$ cat src/rtl/arb_defs.sv
// Shared definitions for the shared-port arbiter: requester count, select
// width, FSM state encoding and a one-hot helper. Used by the RTL and the bench.
package arb_defs;

  // Requester count matches the 4:1 Mux2 in front of the shared port.
  localparam int N_REQ = 4;

  // Select width into the Mux2. The round-robin wrap relies on N_REQ == 2**SEL_W.
  localparam int SEL_W = 2;

  // Wait counter width: holds any TIMEOUT-1 up to 254 without wrapping.
  localparam int CNT_W = 8;

  typedef enum logic {
    ST_IDLE = 1'b0,
    ST_BUSY = 1'b1
  } arb_state_e;

  // Binary requester index to one-hot grant/done vector.
  function automatic logic [N_REQ-1:0] to_onehot(input logic [SEL_W-1:0] idx);
    logic [N_REQ-1:0] v;
    v      = '0;
    v[idx] = 1'b1;
    return v;
  endfunction

endpackage

$ cat src/rtl/rr_pick.sv
// Combinational round-robin pick: first set request bit scanning upward from
// ptr, wrapping mod N_REQ. valid is low when no request is pending.
module rr_pick
  import arb_defs::*;
(
  input  logic [N_REQ-1:0] req,
  input  logic [SEL_W-1:0] ptr,
  output logic             valid,
  output logic [SEL_W-1:0] idx
);

  logic [SEL_W-1:0] cand;

  // Scan offsets from highest to lowest so the nearest set bit above ptr wins.
  always_comb begin
    // NOTE: every signal written here gets a default first, so no path holds an old value and no latch is inferred.
    valid = 1'b0;
    idx   = ptr;
    cand  = ptr;
    for (int k = N_REQ - 1; k >= 0; k--) begin
      // Adding in SEL_W bits wraps naturally past the top requester.
      cand = ptr + SEL_W'(k);
      if (req[cand]) begin
        valid = 1'b1;
        idx   = cand;
      end
    end
  end

endmodule

$ cat src/rtl/port_arbiter.sv
// Round-robin arbiter for one shared port behind a 4:1 Mux2. Two-state FSM
// (IDLE/BUSY); grants one requester, waits for port_ready, and releases with a
// done pulse, or with an err pulse once the grant has waited TIMEOUT cycles.
// At least one IDLE cycle separates consecutive grants.
module port_arbiter
  import arb_defs::*;
#(
  // Maximum BUSY cycles before a forced release; legal range 2..255.
  parameter int TIMEOUT = 16
) (
  input  logic             clk,
  input  logic             rst,
  input  logic [N_REQ-1:0] req,
  input  logic             port_ready,
  output logic [N_REQ-1:0] grant,
  output logic [SEL_W-1:0] sel,
  output logic             port_valid,
  output logic [N_REQ-1:0] done,
  output logic             err,
  output logic             busy
);

  // Counter value on the last BUSY cycle allowed before the forced release.
  localparam logic [CNT_W-1:0] CNT_LAST = CNT_W'(TIMEOUT - 1);

  arb_state_e       state_q;
  logic [SEL_W-1:0] ptr_q;
  logic [CNT_W-1:0] cnt_q;
  logic [N_REQ-1:0] grant_q;
  logic [SEL_W-1:0] sel_q;
  logic             valid_q;
  logic [N_REQ-1:0] done_q;
  logic             err_q;
  logic             busy_q;

  logic             pick_valid;
  logic [SEL_W-1:0] pick_idx;

  rr_pick u_rr_pick (
    .req   (req),
    .ptr   (ptr_q),
    .valid (pick_valid),
    .idx   (pick_idx)
  );

  // FSM, round-robin pointer, wait counter and all registered outputs.
  always_ff @(posedge clk) begin
    if (rst) begin
      // Reset abandons any transaction in flight: no done or err is emitted.
      state_q <= ST_IDLE;
      ptr_q   <= '0;
      cnt_q   <= '0;
      grant_q <= '0;
      sel_q   <= '0;
      valid_q <= 1'b0;
      done_q  <= '0;
      err_q   <= 1'b0;
      busy_q  <= 1'b0;
    end else begin
      // NOTE: state is updated with non-blocking assignments so every register samples pre-edge values.
      // done and err are single-cycle pulses.
      done_q <= '0;
      err_q  <= 1'b0;
      case (state_q)
        ST_IDLE: begin
          if (pick_valid) begin
            state_q <= ST_BUSY;
            grant_q <= to_onehot(pick_idx);
            sel_q   <= pick_idx;
            valid_q <= 1'b1;
            busy_q  <= 1'b1;
            cnt_q   <= '0;
          end
        end
        ST_BUSY: begin
          // req is ignored here; sel_q holds the owner for the whole grant.
          if (port_ready || (cnt_q == CNT_LAST)) begin
            state_q <= ST_IDLE;
            grant_q <= '0;
            valid_q <= 1'b0;
            busy_q  <= 1'b0;
            ptr_q   <= sel_q + SEL_W'(1);
            // port_ready on the final cycle still counts as completion.
            if (port_ready) begin
              done_q <= grant_q;
            end else begin
              err_q <= 1'b1;
            end
          end else begin
            cnt_q <= cnt_q + CNT_W'(1);
          end
        end
        default: state_q <= ST_IDLE;
      endcase
    end
  end

  // sel_q is left untouched on release so the Mux2 output stays stable while idle.
  assign grant      = grant_q;
  assign sel        = sel_q;
  assign port_valid = valid_q;
  assign done       = done_q;
  assign err        = err_q;
  assign busy       = busy_q;

endmodule

$ cat config.mk
export PLATFORM = sky130hd
export DESIGN_NAME = port_arbiter
export DESIGN_NICKNAME = d
export VERILOG_FILES = /design/src/rtl/arb_defs.sv /design/src/rtl/rr_pick.sv /design/src/rtl/port_arbiter.sv
export SDC_FILE = /design/constraint.sdc
export NUM_CORES = 1
export LEC_CHECK = 0
export ABC_AREA = 1
export BUFFER_PORTS_ARGS = -buffer_cell sky130_fd_sc_hd__buf_4
export CORE_MARGIN = 4
export CORE_UTILIZATION = 55
export CTS_BUF_LIST = sky130_fd_sc_hd__clkbuf_8 sky130_fd_sc_hd__clkbuf_16
export DETAILED_ROUTE_END_ITERATION = 8
export PLACE_DENSITY = 0.78
export REMOVE_ABC_BUFFERS = 1
export SYNTH_ARGS = -nofsm -noshare
export SYNTH_HDL_FRONTEND = slang
export SYNTH_SLANG_ARGS = --single-unit
export TNS_END_PERCENT = 5
$ cat constraint.sdc
create_clock -name clk -period 1.7 [get_ports clk]
set_clock_uncertainty 0.05 [all_clocks]
set_input_delay 0.085 -clock clk [delete_from_list [all_inputs] [get_ports clk]]
set_output_delay 0.085 -clock clk [all_outputs]
set_load 0.005 [all_outputs]
==> summary.md <==
| Metric | Value |
|---|---|
| FF+latch area | roughly 470 µm² |
| Worst flop-to-flop path startpoint | ptr_q[0] |
| Initial antenna violation count | 0 |
| Placed cells | about 240 |
| Standard-cell rows | 17 |
| H-tree depth | 1 |
| Gr usage total | 19.50% |
| Die Wd | roughly 57 µm |
| Average cell area after synthesis | 7.013 µm² |
| Clk slew on worst S/H paths | ~80 ps |
| Tightest Hold Check Type | input pin to register |
| DRC violations left | 0 |
| Reg2Reg Capture Point | cnt_q[1] |
| Routed wire length | 3.123 mm |
| PortBufs | 19 |
| Gr ovfl total | 0 |
| Dpl hpwl | roughly 2.2 mm |
| Period utilisation layout | a little over nine tenths |
| Slew HR | 79.43% |
| Worst Path Required | 1840 ps |
| Most frequent cells in the layout | 47 x nand2_1, 33 x buf_4, 20 x dfxtp_1 |
| Largest net degree at the start of global routing | 15 |
| Hold endpoint | cnt_q[4] |
| Slowest library cell on the worst path | dfxtp_4 |
| DRT Pass-1 Iters | 4 |
| Fin cells | 250 |
| Die height | between 50 and 60 µm |
| Synth top area share | between 30 and 40% |
| DR vias | between 1,000 and 1,500 |
| Mapped Area | between 1000 and 1500 µm² |
| Vias in the first global route | 1,159 |
| Clk root buf | clkbuf_8 |
| Largest area contributor in the netlist | dfxtp_1 |
| Final GP Congestion | approximately 0.85 |
| Setup CP Type | register to register |
| Synth area leaders | dfxtp_1 35%, nand2_1 14%, nand3_1 7.3% |
| Area of the die | ~3200 µm² |
| Netlist cell types | 27 |
| CP peak stage delay | between 300 and 400 ps |
| Final slew viol count | 0 |
| CTS tree | yes |
| N_diodes | 0 |
| Critical Path AT | between 1500 and 2000 ps |
| Worst setup startpoint | ptr_q[0] |
| Crit path max-delay family | simple AND/OR/NAND/NOR gates |
| Hold Crit Start | rst |
| Iter 0 DRT Violations | 39 |
| Fmax | slightly above 600 MHz |
| Clock Sinks | 23 |
| Seq/Total Area, Yosys | 35.49% |
| Mapped Cells | around 190 |
| Fin nets | around 230 |
| Tightest Pin Transition | a little over 300 ps |
| Most common cell after layout, fill and taps aside | nand2_1 |
| Area occupied by multi-input gates | 750.7 µm² |
| Crit. End Element | register |
| CP Launch Type | register |
| IO Pins | 20 |
| Skew-Pair Late Insertion Delay | around 260 ps |
| Fill cells | ~170 |
| Core footprint | ~2200 µm² |
| Initial Utilization | between 50% and 60% |
| Share of cells above drive strength 1 | around 32% |
| #FFs+latches synth | 23 |
| Total CTS buffers | 3 |
| VDD IR max | slightly above 0.0007 V |
| Flop2flop setup slack | approximately 84 ps |
| Hold slack | between 50 and 60 ps |
| Status | completed |
| Post-DR wirelength/cell | 12.49 µm |
| WP depth | 12 |
| Antenna Nets Post-Route | 0 |
| Layout area overhead | 28.45% |
| CP bufs+invs | 2 |
| Final worst path period need | 1616 ps |
| Final hold vios | 0 |
| LEAKAGE | 0.7883 nW |
| R2R cell count | 12 |
| Final setup fails | 0 |
| Warnings, synthesis | 0 |
| First-pass GRT wire length | 5.057 mm |
| Setup repair after global routing missed its margin | true |
| Worst path most repeated cell | nand2_1 |
| Crit-path cells | buf_4 -> nand2_1 -> nand2_2 -> nand2_1 -> nand2_1 -> inv_2 -> nand2_4 -> nor2_8 -> nand2_2 -> nand2_2 -> nand2_1 -> a21oi_1 |
| Critical path fanouts, max | 6 |
| WHS Path Cells | 2 |
| Pwr/cell area | a little under 800 nW/µm² |
| Max-cap viol count | 0 |
| Max Buffers Root-to-Sink | 2 |
| Vias per cell | just over 5 |
-- Yosys cell counts, drive strengths merged --
library cell,count
dfxtp,23
nand3b,1
nand4,3
nor4,2
o21ai,7
xnor2,1
xor2,5
nor3,1
ha,1
inv,25
nand2,58
clkbuf,1
a21oi,15
nand3,20
nor2,20
buf,2
-- cell type report --
cell class                      instances  share of cell area (%)
Timing Repair Buffer                   35                   16.14
Tap cell                               28                   2.102
Clock inverter                          1                  0.3003
Inverter                               25                   5.931
Sequential cell                        23                   28.00
Clock buffer                            3                   2.477
Multi-Input combinational cell        135                   45.05
-- what timing repair did --
action | CTS | global route
cloned | 0 | 1
buffers inserted | 0 | 3
hold buffers | 1 | 0
pin swaps | 0 | 7
hold endpoints to repair | 1 | 0
gates resized for setup | 1 | 14
endpoints found under the setup margin | 1 | 17
-- worst register-to-register path, stage by stage, from the launching register on --
cell and delay [ps]:
dfxtp_4 370, buf_4 160, nand2_1 70, nand2_2 80
nand2_1 90, nand2_1 70, inv_2 80, nand2_4 70
nor2_8 100, nand2_2 100, nand2_2 130, nand2_1 80
a21oi_1 120
-- flip-flops by register name (all words and copies together), names as in the netlist --
register	flops
err	1
busy	1
grant	4
cnt_q	8
sel	2
ptr_q	2
done	4
state_q	1
-- worst max path at each step --
stage	end
6_report	cnt_q[1]
3_3_place_gp	cnt_q[3]
5_1_grt	cnt_q[0]
3_5_place_dp	sel[0]
2_1_floorplan	cnt_q[3]
4_1_cts	cnt_q[2]
-- cell families (layout without fill, tap and decap cells) --
| kind of cell | count (synthesis) | count (layout) | synth area share [%] |
|---|---|---|---|
| AOI/OAI and AO/OA | 22 | 22 | 8.775 |
| xor gates and xnor gates | 6 | 6 | 4.050 |
| adders and majority gates | 1 | 1 | 0.9642 |
| buffers and inverters | 28 | 64 | 9.162 |
| DFF | 23 | 23 | 35.49 |
| and+or+nand+nor | 105 | 106 | 41.56 |
-- report_power, final --
part	switching [mW]	leakage (nW)	total, mW	internal (mW)
combinational	0.226	0.574	0.376	0.150
clock	0.166	0.0255	0.330	0.163
sequential	0.0302	0.189	0.600	0.569
-- metal layers --
metal	share of wire [%]	track usage (%)	up-vias	routed length, µm
li1	-	-	661	-
met1	45	26.72	586	1401
met2	49	31.02	35	1533
met3	5.6	5.287	2	175
met4	0.38	3.051	0	12
met5	0	0	-	0
-- per-stage QoR --
stage | setup WS [ps] | cell area [µm²] | power (mW) | TNS (ps) | util, %
2_1_floorplan | 174.7 | 1275 | 0.8323 | 0 | -
3_3_place_gp | 79.92 | 1543 | 0.9457 | 0 | 69.08
3_5_place_dp | 34.83 | 1543 | 0.9552 | 0 | 69.08
4_1_cts | 0.9459 | 1600 | 1.285 | 0 | 71.65
5_1_grt | -3.883 | 1667 | 1.381 | -6.205 | 74.62
6_report | 83.97 | 1667 | 1.305 | 0 | 74.62
No activity file was read; power rests on OpenSTA's default activity.
